==> config.mk <==
export PLATFORM = sky130hd
export DESIGN_NAME = ahb_to_axi3_bridge_flat
export DESIGN_NICKNAME = d
export VERILOG_FILES = /design/src/rtl/ahb_to_axi3_bridge_pkg.sv /design/src/rtl/ahb_to_axi3_bridge_if.sv /design/src/rtl/ahb_axi3_wstrb_gen.sv /design/src/rtl/ahb_to_axi3_bridge.sv /design/src/flat_wrapper.sv
export SDC_FILE = /design/constraint.sdc
export NUM_CORES = 1
export LEC_CHECK = 0
export BUFFER_PORTS_ARGS = -buffer_cell sky130_fd_sc_hd__buf_4
export CAP_MARGIN = 20
export CORE_MARGIN = 5
export CORE_UTILIZATION = 46
export DETAILED_ROUTE_END_ITERATION = 10
export GPL_ROUTABILITY_DRIVEN = 1
export GPL_TIMING_DRIVEN = 0
export PLACE_DENSITY_LB_ADDON = 0.05
export SYNTH_ARGS = -nofsm -noshare
export SYNTH_HDL_FRONTEND = slang
export SYNTH_SLANG_ARGS = --single-unit
==> constraint.sdc <==
create_clock -name hclk -period 2.4 [get_ports hclk]
set_clock_uncertainty 0.05 [all_clocks]
set_input_delay 0.12 -clock hclk [delete_from_list [all_inputs] [get_ports hclk]]
set_output_delay 0.12 -clock hclk [all_outputs]
set_load 0.1 [all_outputs]
==> src/rtl/ahb_to_axi3_bridge_pkg.sv <==
// Shared types and encodings for the AHB-to-AXI3 single-outstanding bridge.
package ahb_to_axi3_bridge_pkg;

  typedef enum logic [2:0] {
    S_IDLE, S_WDAT, S_WREQ, S_WRSP, S_RREQ, S_RDAT, S_ERR1, S_ERR2
  } bridge_state_e;

  localparam logic [1:0] HTRANS_IDLE   = 2'b00;
  localparam logic [1:0] HTRANS_BUSY   = 2'b01;
  localparam logic [1:0] HTRANS_NONSEQ = 2'b10;
  localparam logic [1:0] HTRANS_SEQ    = 2'b11;

  localparam logic [1:0] HRESP_OKAY  = 2'b00;
  localparam logic [1:0] HRESP_ERROR = 2'b01;

  localparam logic [1:0] AXI_RESP_OKAY   = 2'b00;
  localparam logic [1:0] AXI_RESP_EXOKAY = 2'b01;
  localparam logic [1:0] AXI_RESP_SLVERR = 2'b10;
  localparam logic [1:0] AXI_RESP_DECERR = 2'b11;

  localparam logic [1:0] AXI_BURST_INCR = 2'b01;

endpackage

==> src/rtl/ahb_to_axi3_bridge_if.sv <==
// AHB slave-side and AXI3 master-side bundle; slave = bridge view, master = environment view.
interface ahb_to_axi3_bridge_if #(
  parameter int ADDR_W = 32,
  parameter int DATA_W = 32,
  parameter int ID_W   = 2
);
  logic              hsel;
  logic [1:0]        htrans;
  logic              hwrite;
  logic [2:0]        hsize;
  logic [2:0]        hburst;
  logic [3:0]        hprot;
  logic [ADDR_W-1:0] haddr;
  logic [DATA_W-1:0] hwdata;
  logic              hready;
  logic              hreadyout;
  logic [1:0]        hresp;
  logic [DATA_W-1:0] hrdata;

  logic [ID_W-1:0]   awid;
  logic [ADDR_W-1:0] awaddr;
  logic [3:0]        awlen;
  logic [2:0]        awsize;
  logic [1:0]        awburst;
  logic [1:0]        awlock;
  logic [3:0]        awcache;
  logic [2:0]        awprot;
  logic              awvalid;
  logic              awready;

  logic [ID_W-1:0]     wid;
  logic [DATA_W-1:0]   wdata;
  logic [DATA_W/8-1:0] wstrb;
  logic                wlast;
  logic                wvalid;
  logic                wready;

  logic [ID_W-1:0]   bid;
  logic [1:0]        bresp;
  logic              bvalid;
  logic              bready;

  logic [ID_W-1:0]   arid;
  logic [ADDR_W-1:0] araddr;
  logic [3:0]        arlen;
  logic [2:0]        arsize;
  logic [1:0]        arburst;
  logic [1:0]        arlock;
  logic [3:0]        arcache;
  logic [2:0]        arprot;
  logic              arvalid;
  logic              arready;

  logic [ID_W-1:0]   rid;
  logic [DATA_W-1:0] rdata;
  logic [1:0]        rresp;
  logic              rlast;
  logic              rvalid;
  logic              rready;

  modport slave (
    input  hsel, htrans, hwrite, hsize, hburst, hprot, haddr, hwdata, hready,
    output hreadyout, hresp, hrdata,
    output awid, awaddr, awlen, awsize, awburst, awlock, awcache, awprot, awvalid,
    input  awready,
    output wid, wdata, wstrb, wlast, wvalid,
    input  wready,
    input  bid, bresp, bvalid,
    output bready,
    output arid, araddr, arlen, arsize, arburst, arlock, arcache, arprot, arvalid,
    input  arready,
    input  rid, rdata, rresp, rlast, rvalid,
    output rready
  );

  modport master (
    output hsel, htrans, hwrite, hsize, hburst, hprot, haddr, hwdata, hready,
    input  hreadyout, hresp, hrdata,
    input  awid, awaddr, awlen, awsize, awburst, awlock, awcache, awprot, awvalid,
    output awready,
    input  wid, wdata, wstrb, wlast, wvalid,
    output wready,
    output bid, bresp, bvalid,
    input  bready,
    input  arid, araddr, arlen, arsize, arburst, arlock, arcache, arprot, arvalid,
    output arready,
    output rid, rdata, rresp, rlast, rvalid,
    input  rready
  );
endinterface

==> src/rtl/ahb_axi3_wstrb_gen.sv <==
// Byte-lane strobe for one AHB beat plus detection of sizes wider than the bus.
module ahb_axi3_wstrb_gen #(
  parameter int DATA_W = 32
) (
  input  logic [2:0]                  hsize,
  input  logic [$clog2(DATA_W/8)-1:0] addr_lo,
  output logic [DATA_W/8-1:0]         strb,
  output logic                        size_err
);
  localparam int BYTES    = DATA_W / 8;
  localparam int MAX_SIZE = $clog2(BYTES);

  int nb;
  int off;

  // Lanes [off, off+nb) are enabled; anything shifted past the top lane is dropped.
  always_comb begin
    nb       = 1 << hsize;
    off      = int'(addr_lo);
    size_err = (int'(hsize) > MAX_SIZE);
    strb     = '0;
    for (int i = 0; i < BYTES; i++)
      strb[i] = (i >= off) && (i < off + nb);
  end
endmodule

==> src/rtl/ahb_to_axi3_bridge.sv <==
// AHB slave to AXI3 master: one single-beat AXI transaction per AHB transfer, data phase stalled until done.
module ahb_to_axi3_bridge
  import ahb_to_axi3_bridge_pkg::*;
#(
  parameter int AHB_ADDRESS_WIDTH = 32,
  parameter int AHB_DATA_WIDTH    = 32,
  parameter int AXI_ID_WIDTH      = 2,
  parameter int AXI_ID            = 0
) (
  input logic                 hclk,
  input logic                 hresetn,
  ahb_to_axi3_bridge_if.slave bus
);
  localparam int OFF_W = $clog2(AHB_DATA_WIDTH / 8);
  localparam logic [AXI_ID_WIDTH-1:0] ID_C = AXI_ID_WIDTH'(AXI_ID);

  bridge_state_e               state;
  logic [AHB_ADDRESS_WIDTH-1:0] haddr_c;
  logic [AHB_DATA_WIDTH/8-1:0]  strb;
  logic                         size_err;
  logic                         accept;
  logic [3:0]                   cache;
  logic [2:0]                   prot;

  assign haddr_c = bus.haddr;
  assign accept  = bus.hsel && bus.hready &&
                   (bus.htrans == HTRANS_NONSEQ || bus.htrans == HTRANS_SEQ);
  assign cache   = {2'b00, bus.hprot[3], bus.hprot[2]};
  assign prot    = {~bus.hprot[0], 1'b0, bus.hprot[1]};

  ahb_axi3_wstrb_gen #(.DATA_W(AHB_DATA_WIDTH)) u_wstrb (
    .hsize    (bus.hsize),
    .addr_lo  (bus.haddr[OFF_W-1:0]),
    .strb     (strb),
    .size_err (size_err)
  );

  assign bus.awlen   = 4'd0;
  assign bus.awburst = AXI_BURST_INCR;
  assign bus.awlock  = 2'b00;
  assign bus.arlen   = 4'd0;
  assign bus.arburst = AXI_BURST_INCR;
  assign bus.arlock  = 2'b00;
  assign bus.wlast   = 1'b1;

  // IDs, response LSBs (EXOKAY == OKAY) and rlast carry nothing the bridge acts on.
  logic unused_in;
  assign unused_in = ^{bus.hburst, bus.bid, bus.rid, bus.rlast, bus.bresp[0], bus.rresp[0]};

  always_ff @(posedge hclk or negedge hresetn) begin
    if (!hresetn) begin
      state         <= S_IDLE;
      bus.hreadyout <= 1'b1;
      bus.hresp     <= HRESP_OKAY;
      bus.hrdata    <= '0;
      bus.awvalid   <= 1'b0;
      bus.wvalid    <= 1'b0;
      bus.arvalid   <= 1'b0;
      bus.bready    <= 1'b0;
      bus.rready    <= 1'b0;
      bus.awid      <= '0;
      bus.wid       <= '0;
      bus.arid      <= '0;
      bus.awaddr    <= '0;
      bus.araddr    <= '0;
      bus.awsize    <= '0;
      bus.arsize    <= '0;
      bus.awcache   <= '0;
      bus.arcache   <= '0;
      bus.awprot    <= '0;
      bus.arprot    <= '0;
      bus.wdata     <= '0;
      bus.wstrb     <= '0;
    end else begin
      case (state)
        // ERR2 is the second (ready) cycle of ERROR, so it may start the next transfer.
        S_IDLE, S_ERR2: begin
          state         <= S_IDLE;
          bus.hresp     <= HRESP_OKAY;
          bus.hreadyout <= 1'b1;
          if (accept) begin
            bus.hreadyout <= 1'b0;
            if (size_err) begin
              state     <= S_ERR1;
              bus.hresp <= HRESP_ERROR;
            end else if (bus.hwrite) begin
              state       <= S_WDAT;
              bus.awid    <= ID_C;
              bus.wid     <= ID_C;
              bus.awaddr  <= haddr_c;
              bus.awsize  <= bus.hsize;
              bus.awcache <= cache;
              bus.awprot  <= prot;
              bus.wstrb   <= strb;
            end else begin
              state       <= S_RREQ;
              bus.arid    <= ID_C;
              bus.araddr  <= haddr_c;
              bus.arsize  <= bus.hsize;
              bus.arcache <= cache;
              bus.arprot  <= prot;
              bus.arvalid <= 1'b1;
            end
          end
        end
        S_WDAT: begin
          state       <= S_WREQ;
          bus.wdata   <= bus.hwdata;
          bus.awvalid <= 1'b1;
          bus.wvalid  <= 1'b1;
        end
        S_WREQ: begin
          if (bus.awready) bus.awvalid <= 1'b0;
          if (bus.wready)  bus.wvalid  <= 1'b0;
          if ((!bus.awvalid || bus.awready) && (!bus.wvalid || bus.wready)) begin
            state      <= S_WRSP;
            bus.bready <= 1'b1;
          end
        end
        S_WRSP: begin
          if (bus.bvalid) begin
            bus.bready <= 1'b0;
            if (bus.bresp[1]) begin
              state     <= S_ERR1;
              bus.hresp <= HRESP_ERROR;
            end else begin
              state         <= S_IDLE;
              bus.hreadyout <= 1'b1;
            end
          end
        end
        S_RREQ: begin
          if (bus.arready) begin
            state       <= S_RDAT;
            bus.arvalid <= 1'b0;
            bus.rready  <= 1'b1;
          end
        end
        S_RDAT: begin
          if (bus.rvalid) begin
            bus.rready <= 1'b0;
            bus.hrdata <= bus.rdata;
            if (bus.rresp[1]) begin
              state     <= S_ERR1;
              bus.hresp <= HRESP_ERROR;
            end else begin
              state         <= S_IDLE;
              bus.hreadyout <= 1'b1;
            end
          end
        end
        S_ERR1: begin
          state         <= S_ERR2;
          bus.hreadyout <= 1'b1;
        end
        default: state <= S_IDLE;
      endcase
    end
  end
endmodule
==> src/flat_wrapper.sv <==
// flat-port wrapper written by rule: the top's interface ports become plain ports
module ahb_to_axi3_bridge_flat import ahb_to_axi3_bridge_pkg::*;
#(
  parameter int AHB_ADDRESS_WIDTH = 32,
  parameter int AHB_DATA_WIDTH    = 32,
  parameter int AXI_ID_WIDTH      = 2,
  parameter int AXI_ID            = 0
)
  (hclk, hresetn, bus_hsel, bus_htrans, bus_hwrite, bus_hsize, bus_hburst, bus_hprot, bus_haddr, bus_hwdata, bus_hready, bus_hreadyout, bus_hresp, bus_hrdata, bus_awid, bus_awaddr, bus_awlen, bus_awsize, bus_awburst, bus_awlock, bus_awcache, bus_awprot, bus_awvalid, bus_awready, bus_wid, bus_wdata, bus_wstrb, bus_wlast, bus_wvalid, bus_wready, bus_bid, bus_bresp, bus_bvalid, bus_bready, bus_arid, bus_araddr, bus_arlen, bus_arsize, bus_arburst, bus_arlock, bus_arcache, bus_arprot, bus_arvalid, bus_arready, bus_rid, bus_rdata, bus_rresp, bus_rlast, bus_rvalid, bus_rready);
  ahb_to_axi3_bridge_if bus_i ();
  input logic hclk;
  input logic hresetn;
  input wire logic [$bits(bus_i.hsel)-1:0] bus_hsel;
  input wire logic [$bits(bus_i.htrans)-1:0] bus_htrans;
  input wire logic [$bits(bus_i.hwrite)-1:0] bus_hwrite;
  input wire logic [$bits(bus_i.hsize)-1:0] bus_hsize;
  input wire logic [$bits(bus_i.hburst)-1:0] bus_hburst;
  input wire logic [$bits(bus_i.hprot)-1:0] bus_hprot;
  input wire logic [$bits(bus_i.haddr)-1:0] bus_haddr;
  input wire logic [$bits(bus_i.hwdata)-1:0] bus_hwdata;
  input wire logic [$bits(bus_i.hready)-1:0] bus_hready;
  output wire logic [$bits(bus_i.hreadyout)-1:0] bus_hreadyout;
  output wire logic [$bits(bus_i.hresp)-1:0] bus_hresp;
  output wire logic [$bits(bus_i.hrdata)-1:0] bus_hrdata;
  output wire logic [$bits(bus_i.awid)-1:0] bus_awid;
  output wire logic [$bits(bus_i.awaddr)-1:0] bus_awaddr;
  output wire logic [$bits(bus_i.awlen)-1:0] bus_awlen;
  output wire logic [$bits(bus_i.awsize)-1:0] bus_awsize;
  output wire logic [$bits(bus_i.awburst)-1:0] bus_awburst;
  output wire logic [$bits(bus_i.awlock)-1:0] bus_awlock;
  output wire logic [$bits(bus_i.awcache)-1:0] bus_awcache;
  output wire logic [$bits(bus_i.awprot)-1:0] bus_awprot;
  output wire logic [$bits(bus_i.awvalid)-1:0] bus_awvalid;
  input wire logic [$bits(bus_i.awready)-1:0] bus_awready;
  output wire logic [$bits(bus_i.wid)-1:0] bus_wid;
  output wire logic [$bits(bus_i.wdata)-1:0] bus_wdata;
  output wire logic [$bits(bus_i.wstrb)-1:0] bus_wstrb;
  output wire logic [$bits(bus_i.wlast)-1:0] bus_wlast;
  output wire logic [$bits(bus_i.wvalid)-1:0] bus_wvalid;
  input wire logic [$bits(bus_i.wready)-1:0] bus_wready;
  input wire logic [$bits(bus_i.bid)-1:0] bus_bid;
  input wire logic [$bits(bus_i.bresp)-1:0] bus_bresp;
  input wire logic [$bits(bus_i.bvalid)-1:0] bus_bvalid;
  output wire logic [$bits(bus_i.bready)-1:0] bus_bready;
  output wire logic [$bits(bus_i.arid)-1:0] bus_arid;
  output wire logic [$bits(bus_i.araddr)-1:0] bus_araddr;
  output wire logic [$bits(bus_i.arlen)-1:0] bus_arlen;
  output wire logic [$bits(bus_i.arsize)-1:0] bus_arsize;
  output wire logic [$bits(bus_i.arburst)-1:0] bus_arburst;
  output wire logic [$bits(bus_i.arlock)-1:0] bus_arlock;
  output wire logic [$bits(bus_i.arcache)-1:0] bus_arcache;
  output wire logic [$bits(bus_i.arprot)-1:0] bus_arprot;
  output wire logic [$bits(bus_i.arvalid)-1:0] bus_arvalid;
  input wire logic [$bits(bus_i.arready)-1:0] bus_arready;
  input wire logic [$bits(bus_i.rid)-1:0] bus_rid;
  input wire logic [$bits(bus_i.rdata)-1:0] bus_rdata;
  input wire logic [$bits(bus_i.rresp)-1:0] bus_rresp;
  input wire logic [$bits(bus_i.rlast)-1:0] bus_rlast;
  input wire logic [$bits(bus_i.rvalid)-1:0] bus_rvalid;
  output wire logic [$bits(bus_i.rready)-1:0] bus_rready;
  assign bus_i.hsel = bus_hsel;
  assign bus_i.htrans = bus_htrans;
  assign bus_i.hwrite = bus_hwrite;
  assign bus_i.hsize = bus_hsize;
  assign bus_i.hburst = bus_hburst;
  assign bus_i.hprot = bus_hprot;
  assign bus_i.haddr = bus_haddr;
  assign bus_i.hwdata = bus_hwdata;
  assign bus_i.hready = bus_hready;
  assign bus_hreadyout = bus_i.hreadyout;
  assign bus_hresp = bus_i.hresp;
  assign bus_hrdata = bus_i.hrdata;
  assign bus_awid = bus_i.awid;
  assign bus_awaddr = bus_i.awaddr;
  assign bus_awlen = bus_i.awlen;
  assign bus_awsize = bus_i.awsize;
  assign bus_awburst = bus_i.awburst;
  assign bus_awlock = bus_i.awlock;
  assign bus_awcache = bus_i.awcache;
  assign bus_awprot = bus_i.awprot;
  assign bus_awvalid = bus_i.awvalid;
  assign bus_i.awready = bus_awready;
  assign bus_wid = bus_i.wid;
  assign bus_wdata = bus_i.wdata;
  assign bus_wstrb = bus_i.wstrb;
  assign bus_wlast = bus_i.wlast;
  assign bus_wvalid = bus_i.wvalid;
  assign bus_i.wready = bus_wready;
  assign bus_i.bid = bus_bid;
  assign bus_i.bresp = bus_bresp;
  assign bus_i.bvalid = bus_bvalid;
  assign bus_bready = bus_i.bready;
  assign bus_arid = bus_i.arid;
  assign bus_araddr = bus_i.araddr;
  assign bus_arlen = bus_i.arlen;
  assign bus_arsize = bus_i.arsize;
  assign bus_arburst = bus_i.arburst;
  assign bus_arlock = bus_i.arlock;
  assign bus_arcache = bus_i.arcache;
  assign bus_arprot = bus_i.arprot;
  assign bus_arvalid = bus_i.arvalid;
  assign bus_i.arready = bus_arready;
  assign bus_i.rid = bus_rid;
  assign bus_i.rdata = bus_rdata;
  assign bus_i.rresp = bus_rresp;
  assign bus_i.rlast = bus_rlast;
  assign bus_i.rvalid = bus_rvalid;
  assign bus_rready = bus_i.rready;
  ahb_to_axi3_bridge #(.AHB_ADDRESS_WIDTH(AHB_ADDRESS_WIDTH), .AHB_DATA_WIDTH(AHB_DATA_WIDTH), .AXI_ID_WIDTH(AXI_ID_WIDTH), .AXI_ID(AXI_ID)) u_core (.hclk(hclk), .hresetn(hresetn), .bus(bus_i));
endmodule
==> key figures, run 1 <==
Outcome
  • Outcome: complete, no violations

GRT
  • Largest net degree at the start of global routing: 81
  • Gr usage total: 0.224
  • Initial antenna violation count: 0
  • Global-route wire length before repair: 28900 um
  • Via count of the first global-routing pass: 5616
  • Global route overflow: 0

Floorplanning
  • Initial Util: 0.466
  • FP Rows: 43
  • Core area: 13800 um^2
  • Die area: 16400 um^2
  • Die width: 128 um
  • Num ports: 310
  • Die Ht: 128 um

Synthesis
  • Synth Instances: 446
  • Most frequent cell after synthesis: dfrtp_1
  • Ranking of synthesized cells by area: dfrtp_1, mux2_2, buf_4
  • Simple-gate share of the synthesized area: 0.0384
  • FF+latch count, synth: 156
  • Top FF cell, synth: dfrtp_1
  • Post-Synth Adder-Cell Area: 0.00702
  • Mux contribution to synthesized area: 0.245
  • Count of cell types in the netlist: 45
  • Share of the synthesized area in the top cell type: 0.605
  • YS warnings: 0
  • Seq/Total Area, Yosys: 0.609
  • Compound-cell area share of the yosys netlist: 0.0435
  • EDFF count, synth: 0
  • Ys async rst share: 1.00
  • Avg Cell Area, Syn: 14.4 um^2
  • Yosys top cell by area: dfrtp_1
  • Mapped Area: 6410 um^2
  • Xor/xnor cell area share of the yosys netlist: 0
  • Combinational family with the most area after synthesis: multiplexers
  • Top cells by count, synth: dfrtp_1, mux2_2, buf_4, nand2_1, buf_2

Timing
  • Max frequency: 430 MHz
  • Unrepaired setup endpoints after global routing: false
  • Max-slew violation count: 0
  • Slew @ Worst Pin: 0.715 ns
  • Final Hold Vio Count: 0
  • Period utilization: 0.969
  • Setup Viol. Count Final: 0
  • Fin crit period: 2.33 ns
  • Slew headroom: 0.523

Clocking
  • TritonCTS Buffers: 17
  • Clock root buffer: clkbuf_16
  • H-tree depth: 4
  • Clock transition at the registers of the reported paths: 0.06 ns
  • CTS max path bufs: 2
  • Clock tree sinks: 156
  • Postcts setup bufs: 0
  • Clk_lat worst skew: 0.41 ns
  • TritonCTS clock tree: done

Route
  • DRC Markers: 0
  • WL per Instance: 16.9 um
  • Drt first pass iters: 4
  • Violation count after the first detailed-route iteration: 197
  • Total number of vias: 5060
  • Final ANT Viol Nets: 0
  • Routed WL: 18000 um
  • Vias per Instance: 4.76

Worst setup path
  • CP max FO: 5
  • Worst EP arrival: 2.58 ns
  • Slowest stage delay, CP: 0.55 ns
  • Crit path max-delay cell type: dlygate4sd3_1
  • Nature of the critical path startpoint: input pin
  • Critical path, cell by cell: dlygate4sd3_1 > buf_4 > ha_1 > inv_1 > fa_1 > a2111oi_1 > mux2i_1 > a211o_1 > a22o_1
  • Worst EP required: 2.65 ns
  • Buf/Inv on CP: 3
  • CP endpoint kind: flop
  • CP Class: input pin to flop
  • Crit-path leading delay family: compound AO/OA/AOI/OAI gates

Placement
  • IO Port Bufs: 268
  • DP HPWL: 12400 um
  • Gpl congestion: 0.808
  • Dpl cell area: 8790 um^2

Run
  • Max cap viols: 0

Cells and area
  • Final Cell Area: 10500 um^2
  • Fin util: 0.765
  • Layout cells sized above 1: 0.538
  • # diodes: 0
  • Number of fill cells: 867
  • Layout Nets: 1001
  • Area Overhead vs Synth: 64.3%

Min path
  • Worst hold path type: input pin to flop
final timing paths:
path | from | endpoint | slack (ns) | cells after the start
min | bus_hsize[2] | u_core.bus.wstrb[2]$_DFFE_PN0P_ | 0.02 | 3
min reg2reg | u_core.bus.wstrb[0]$_DFFE_PN0P_ | u_core.bus.wstrb[0]$_DFFE_PN0P_ | 0.43 | 2
max in group asynchronous | hresetn | u_core.bus.hrdata[17]$_DFFE_PN0P_ | 1.22 | 3
max reg2reg | u_core.state[0]$_DFFE_PN0P_ | u_core.bus.rready$_DFFE_PN0P_ | 0.33 | 4
min in group asynchronous | hresetn | u_core.bus.awaddr[15]$_DFFE_PN0P_ | 0.24 | 2
max | bus_haddr[0] | u_core.bus.wstrb[2]$_DFFE_PN0P_ | 0.07 | 9
worst min-delay path, cell delays in order:
cell	delay, ns
buf_4	0.11
a211o_1	0.10
a22o_1	0.12
cell families after synthesis:
kind of cell             count (synthesis)
AO/OA/AOI/OAI                           41
other                                    2
adder cells (fa/ha/maj)                  3
flip-flops                             156
multiplexers                           140
AND/OR/NAND/NOR                         46
buffers and inverters                   58
through the flow:
| stage | setup WS [ns] | setup TNS, ns | hold slack [ns] | instances |
|---|---|---|---|---|
| floorplan | 0.380 | 0 | -0.226 | 474 |
| global placement | 0.173 | 0 | 0.257 | 922 |
| detailed placement | -0.0126 | -0.0126 | 0.152 | 923 |
| CTS | 0.100 | 0 | 0.000392 | 1063 |
| global route | 0.0274 | 0 | 0.0279 | 1063 |
| finish | 0.0743 | 0 | 0.0195 | 1063 |
layout make-up:
| class | count | area [um^2] | share of cell area |
|---|---|---|---|
| Sequential cell | 156 | 3910 | 0.370 |
| Buffer | 50 | 329 | 0.0312 |
| Multi-Input combinational cell | 260 | 2260 | 0.214 |
| Clock buffer | 25 | 505 | 0.0480 |
| Inverter | 8 | 30.0 | 0.00285 |
| Timing Repair Buffer | 378 | 3130 | 0.297 |
| Tap cell | 180 | 225 | 0.0214 |
| Clock inverter | 6 | 155 | 0.0147 |
state kept, by name, summed over array words and instances (netlist names), 2 cells and up:
register and cells:
u_core.bus.awprot 2, u_core.bus.araddr 32, u_core.bus.arcache 2, u_core.bus.wdata 32, u_core.bus.arprot 2, u_core.bus.wstrb 4
u_core.bus.awaddr 32, u_core.bus.hrdata 32, u_core.bus.awsize 3, u_core.bus.arsize 3, u_core.state 3, u_core.bus.awcache 2
cell usage in the layout (no fill, tap or decap), types with 2 or more instances in the layout:
| master | count |
|---|---|
| o21ai_0 | 10 |
| o21a_1 | 2 |
| clkbuf_16 | 17 |
| clkbuf_8 | 5 |
| mux2_1 | 9 |
| nor2_1 | 7 |
| mux2i_1 | 3 |
| nand2b_1 | 2 |
| conb_1 | 30 |
| bufinv_16 | 5 |
| a31oi_1 | 3 |
| and2_1 | 2 |
| a21oi_1 | 7 |
| inv_1 | 8 |
| nor2b_1 | 7 |
| o21bai_1 | 2 |
| ha_1 | 2 |
| buf_2 | 11 |
| o41ai_1 | 2 |
| clkbuf_1 | 8 |
| dfrtp_1 | 155 |
| and3_1 | 2 |
| nand2_1 | 19 |
| dlygate4sd3_1 | 109 |
| mux2_2 | 128 |
| buf_4 | 301 |
| o31ai_1 | 2 |
layer usage:
layer | share of wire | track usage | vias up
li1 | - | - | 2355
met1 | 0.36 | 0.244 | 2478
met2 | 0.52 | 0.392 | 199
met3 | 0.097 | 0.0917 | 28
met4 | 0.025 | 0.0818 | 0
met5 | 0 | 0 | -
what timing repair did:
action | 4_1_cts | 5_1_grt
resized for setup | 0 | 1
hold buffers | 109 | 0
setup endpoints to repair | 0 | 1
hold endpoints to repair | 221 | 0
Power of run 1 is not shown: default switching activity piles up to over one toggle a cycle in this logic, so the estimate is an artifact.
==> inputs of run 2 (changes only) <==
--- a/config.mk
+++ b/config.mk
@@ -5,6 +5,7 @@
 export SDC_FILE = /design/constraint.sdc
 export NUM_CORES = 1
 export LEC_CHECK = 0
+export ABC_AREA = 1
 export BUFFER_PORTS_ARGS = -buffer_cell sky130_fd_sc_hd__buf_4
 export CAP_MARGIN = 20
 export CORE_MARGIN = 5
==> run 2 against run 1 <==
Net effect: highest routed layer unchanged; worst setup slack improved by 0.31 ns; register-to-register slack gained 0.21 ns; non-clock buffer count is 7 higher; synthesized cell count is 50% higher; first-iteration DRC count up 41%; sequential share of layout area rose by 0.21 points; critical path type unchanged; sequential cell count did not move.
==> key figures, run 2 <==
Placement
  • Gpl congestion: 0.841 (was 0.808)
  • DP HPWL: 13000 um (was 12400 um)
  • IO Port Bufs: 268 (unchanged)

Cells and area
  • Most frequent cells in the layout: buf_4, nand2_1, dfrtp_1 (was buf_4, dfrtp_1, mux2_2)
  • Number of fill cells: 986 (was 867)
  • Area Overhead vs Synth: 62.4% (was 64.3%)
  • Layout cells sized above 1: 0.350 (was 0.538)
  • Seq. cell area: 3910 um^2 (unchanged)
  • Most common cell after layout, fill and taps aside: buf_4 (unchanged)
  • Layout Nets: 1225 (was 1001)
  • Multi-input gate area in the final layout: 2010 um^2 (was 2260 um^2)

Timing
  • Max-slew violation count: 0 (unchanged)
  • Period utilization: 0.839 (was 0.969)
  • Slew @ Worst Pin: 0.574 ns (was 0.715 ns)
  • Final Hold Vio Count: 0 (unchanged)
  • Setup Total Neg Slack: 0 ns (unchanged)
  • Unrepaired setup endpoints after global routing: false (unchanged)
  • Max frequency: 497 MHz (was 430 MHz)
  • Slew headroom: 0.618 (was 0.523)
  • Setup Viol. Count Final: 0 (unchanged)
  • Fin crit period: 2.01 ns (was 2.33 ns)

Route
  • Drt first pass iters: 5 (was 4)
  • Vias per Instance: 4.51 (was 4.76)
  • Violation count after the first detailed-route iteration: 277 (was 197)
  • WL per Instance: 14.9 um (was 16.9 um)
  • Final ANT Viol Nets: 0 (unchanged)
  • Total number of vias: 5818 (was 5060)
  • DRC Markers: 0 (unchanged)
  • Routed WL: 19300 um (was 18000 um)

GRT
  • Global-route wire length before repair: 29900 um (was 28900 um)
  • Initial antenna violation count: 0 (unchanged)
  • Via count of the first global-routing pass: 5916 (was 5616)
  • Met3 Usage GRT: 0.0714 (was 0.0917)
  • Global route overflow: 0 (unchanged)
  • Global route hottest layer: met2 (unchanged)
  • Met2 usage: 0.390 (was 0.392)
  • Gr usage total: 0.232 (was 0.224)
  • Met1 Use GR: 0.279 (was 0.244)
  • Largest net degree at the start of global routing: 98 (was 81)

Clocking
  • Clock root buffer: clkbuf_16 (unchanged)
  • Clk_lat worst skew: 0.41 ns (about the same)
  • TritonCTS Buffers: 17 (unchanged)
  • Clock tree sinks: 156 (unchanged)
  • H-tree depth: 4 (unchanged)
  • TritonCTS clock tree: done (unchanged)
  • CTS resizes: 0 (unchanged)
  • Clock transition at the registers of the reported paths: 0.06 ns (about the same)
  • CTS max path bufs: 2 (unchanged)

Min path
  • Hold Startpoint: bus_rresp[1] (was bus_hsize[2])
  • Hold Crit Endpoint: u_core.bus.hreadyout$_DFFE_PN1P_ (was u_core.bus.wstrb[2]$_DFFE_PN0P_)
  • Worst hold path type: input pin to flop (unchanged)
  • Number of cells on the worst hold path: 6 (was 3)

Floorplanning
  • Die area: 16500 um^2 (was 16400 um^2)
  • Num ports: 310 (unchanged)
  • Die Ht: 128 um (about the same)
  • FP Rows: 43 (unchanged)
  • Core area: 13800 um^2 (about the same)
  • Die width: 128 um (about the same)
  • Initial Util: 0.467 (was 0.466)

Synthesis
  • Yosys top cell by area: dfrtp_1 (unchanged)
  • Most frequent cell after synthesis: nand2_1 (was dfrtp_1)
  • FF+latch count, synth: 156 (unchanged)
  • Count of cell types in the netlist: 25 (was 45)
  • Seq/Total Area, Yosys: 0.605 (was 0.609)
  • Top cells by count, synth: nand2_1, dfrtp_1, o21ai_1, inv_1, buf_4 (was dfrtp_1, mux2_2, buf_4, nand2_1, buf_2)
  • Share of the synthesized area in the top cell type: 0.601 (was 0.605)
  • Mapped Area: 6460 um^2 (was 6410 um^2)
  • EDFF count, synth: 0 (unchanged)
  • Top FF cell, synth: dfrtp_1 (unchanged)
  • Synth Instances: 671 (was 446)
  • Avg Cell Area, Syn: 9.62 um^2 (was 14.4 um^2)
  • YS warnings: 0 (unchanged)
  • Ranking of synthesized cells by area: dfrtp_1, nand2_1, o21ai_1 (was dfrtp_1, mux2_2, buf_4)
  • Ys async rst share: 1.00 (unchanged)

Worst setup path
  • CP endpoint kind: flop (unchanged)
  • Worst EP required: 2.65 ns (about the same)
  • R2R cell count: 5 (was 4)
  • CP max FO: 4 (was 5)
  • CP Class: input pin to flop (unchanged)
  • Worst EP arrival: 2.27 ns (was 2.58 ns)
  • Flop2flop setup slack: 0.54 ns (was 0.33 ns)
  • FF-to-FF End: u_core.bus.bready$_DFFE_PN0P_ (was u_core.bus.rready$_DFFE_PN0P_)
  • Nature of the critical path startpoint: input pin (unchanged)
  • FF-to-FF Start: u_core.state[2]$_DFFE_PN0P_ (was u_core.state[0]$_DFFE_PN0P_)

Outcome
  • Outcome: complete, no violations (unchanged)

Run
  • Max cap viols: 0 (unchanged)
run 2: layer usage:
metal / routed length (um) / vias to the layer above
met5: 0 / -
met4: 521 / 0
met3: 1550 / 36
met2: 9680 / 225
met1: 7510 / 2666
li1: - / 2891
run 2: how the worst max path moves through the flow:
stage,from,endpoint,slack (ns),cells after the start
2_1_floorplan,u_core.bus.wvalid$_DFFE_PN0P_,u_core.state[1]$_DFFE_PN0P_,0.72,7
3_3_place_gp,hresetn,u_core.bus.hrdata[24]$_DFFE_PN0P_,0.34,1
3_5_place_dp,bus_hsize[1],u_core.bus.wstrb[2]$_DFFE_PN0P_,0.51,13
4_1_cts,bus_hsize[1],u_core.bus.wstrb[2]$_DFFE_PN0P_,0.41,14
5_1_grt,bus_hsize[1],u_core.bus.wstrb[2]$_DFFE_PN0P_,0.23,14
6_report,bus_hsize[1],u_core.bus.wstrb[2]$_DFFE_PN0P_,0.39,14
run 2: cell type report:
type,instances,area share
Antenna cell,1,0.000239
Buffer,58,0.0387
Clock buffer,20,0.0426
Clock inverter,12,0.0117
Inverter,65,0.0233
Multi-Input combinational cell,420,0.191
Sequential cell,156,0.373
Tap cell,180,0.0215
Timing Repair Buffer,377,0.298
run 2: what timing repair did:
action / in CTS / in global routing
hold endpoints to repair: 203 / 0
setup buffers: 0 / 0
hold buffers: 108 / 0
setup endpoints to repair: 0 / 0
run 2: logic make-up after synthesis:
group	share of synthesized area
compound gates	0.0709
fa+ha+maj	0.00698
buf+inv	0.101
flops	0.605
mux	0.0558
other cells	0.00116
simple gates	0.160
run 2: stage by stage:
| stage | utilization | setup WS, ns | instances | hold slack (ns) | instance area, um^2 |
|---|---|---|---|---|---|
| final | 0.758 | 0.386 | 1289 | 0.0591 | 10500 |
| after global routing | 0.758 | 0.235 | 1288 | 0.0969 | 10500 |
| after CTS | 0.758 | 0.408 | 1288 | 0.0259 | 10500 |
| after detailed placement | 0.639 | 0.513 | 1148 | 0.0841 | 8830 |
| after global placement | 0.636 | 0.339 | 1147 | 0.265 | 8800 |
| after floorplan | - | 0.722 | 699 | -0.226 | 6560 |
run 2: critical path, cell delays in order:
cell           delay [ns]
dlygate4sd3_1        0.53
buf_4                0.14
nor2_1               0.19
inv_1                0.08
nor2_1               0.09
ha_1                 0.16
inv_1                0.05
fa_1                 0.38
nor2_1               0.12
nand2_1              0.06
nand2_1              0.11
o21ai_0              0.10
nand3_1              0.07
nand2_1              0.05
Power of run 2 is left out for the same reason.
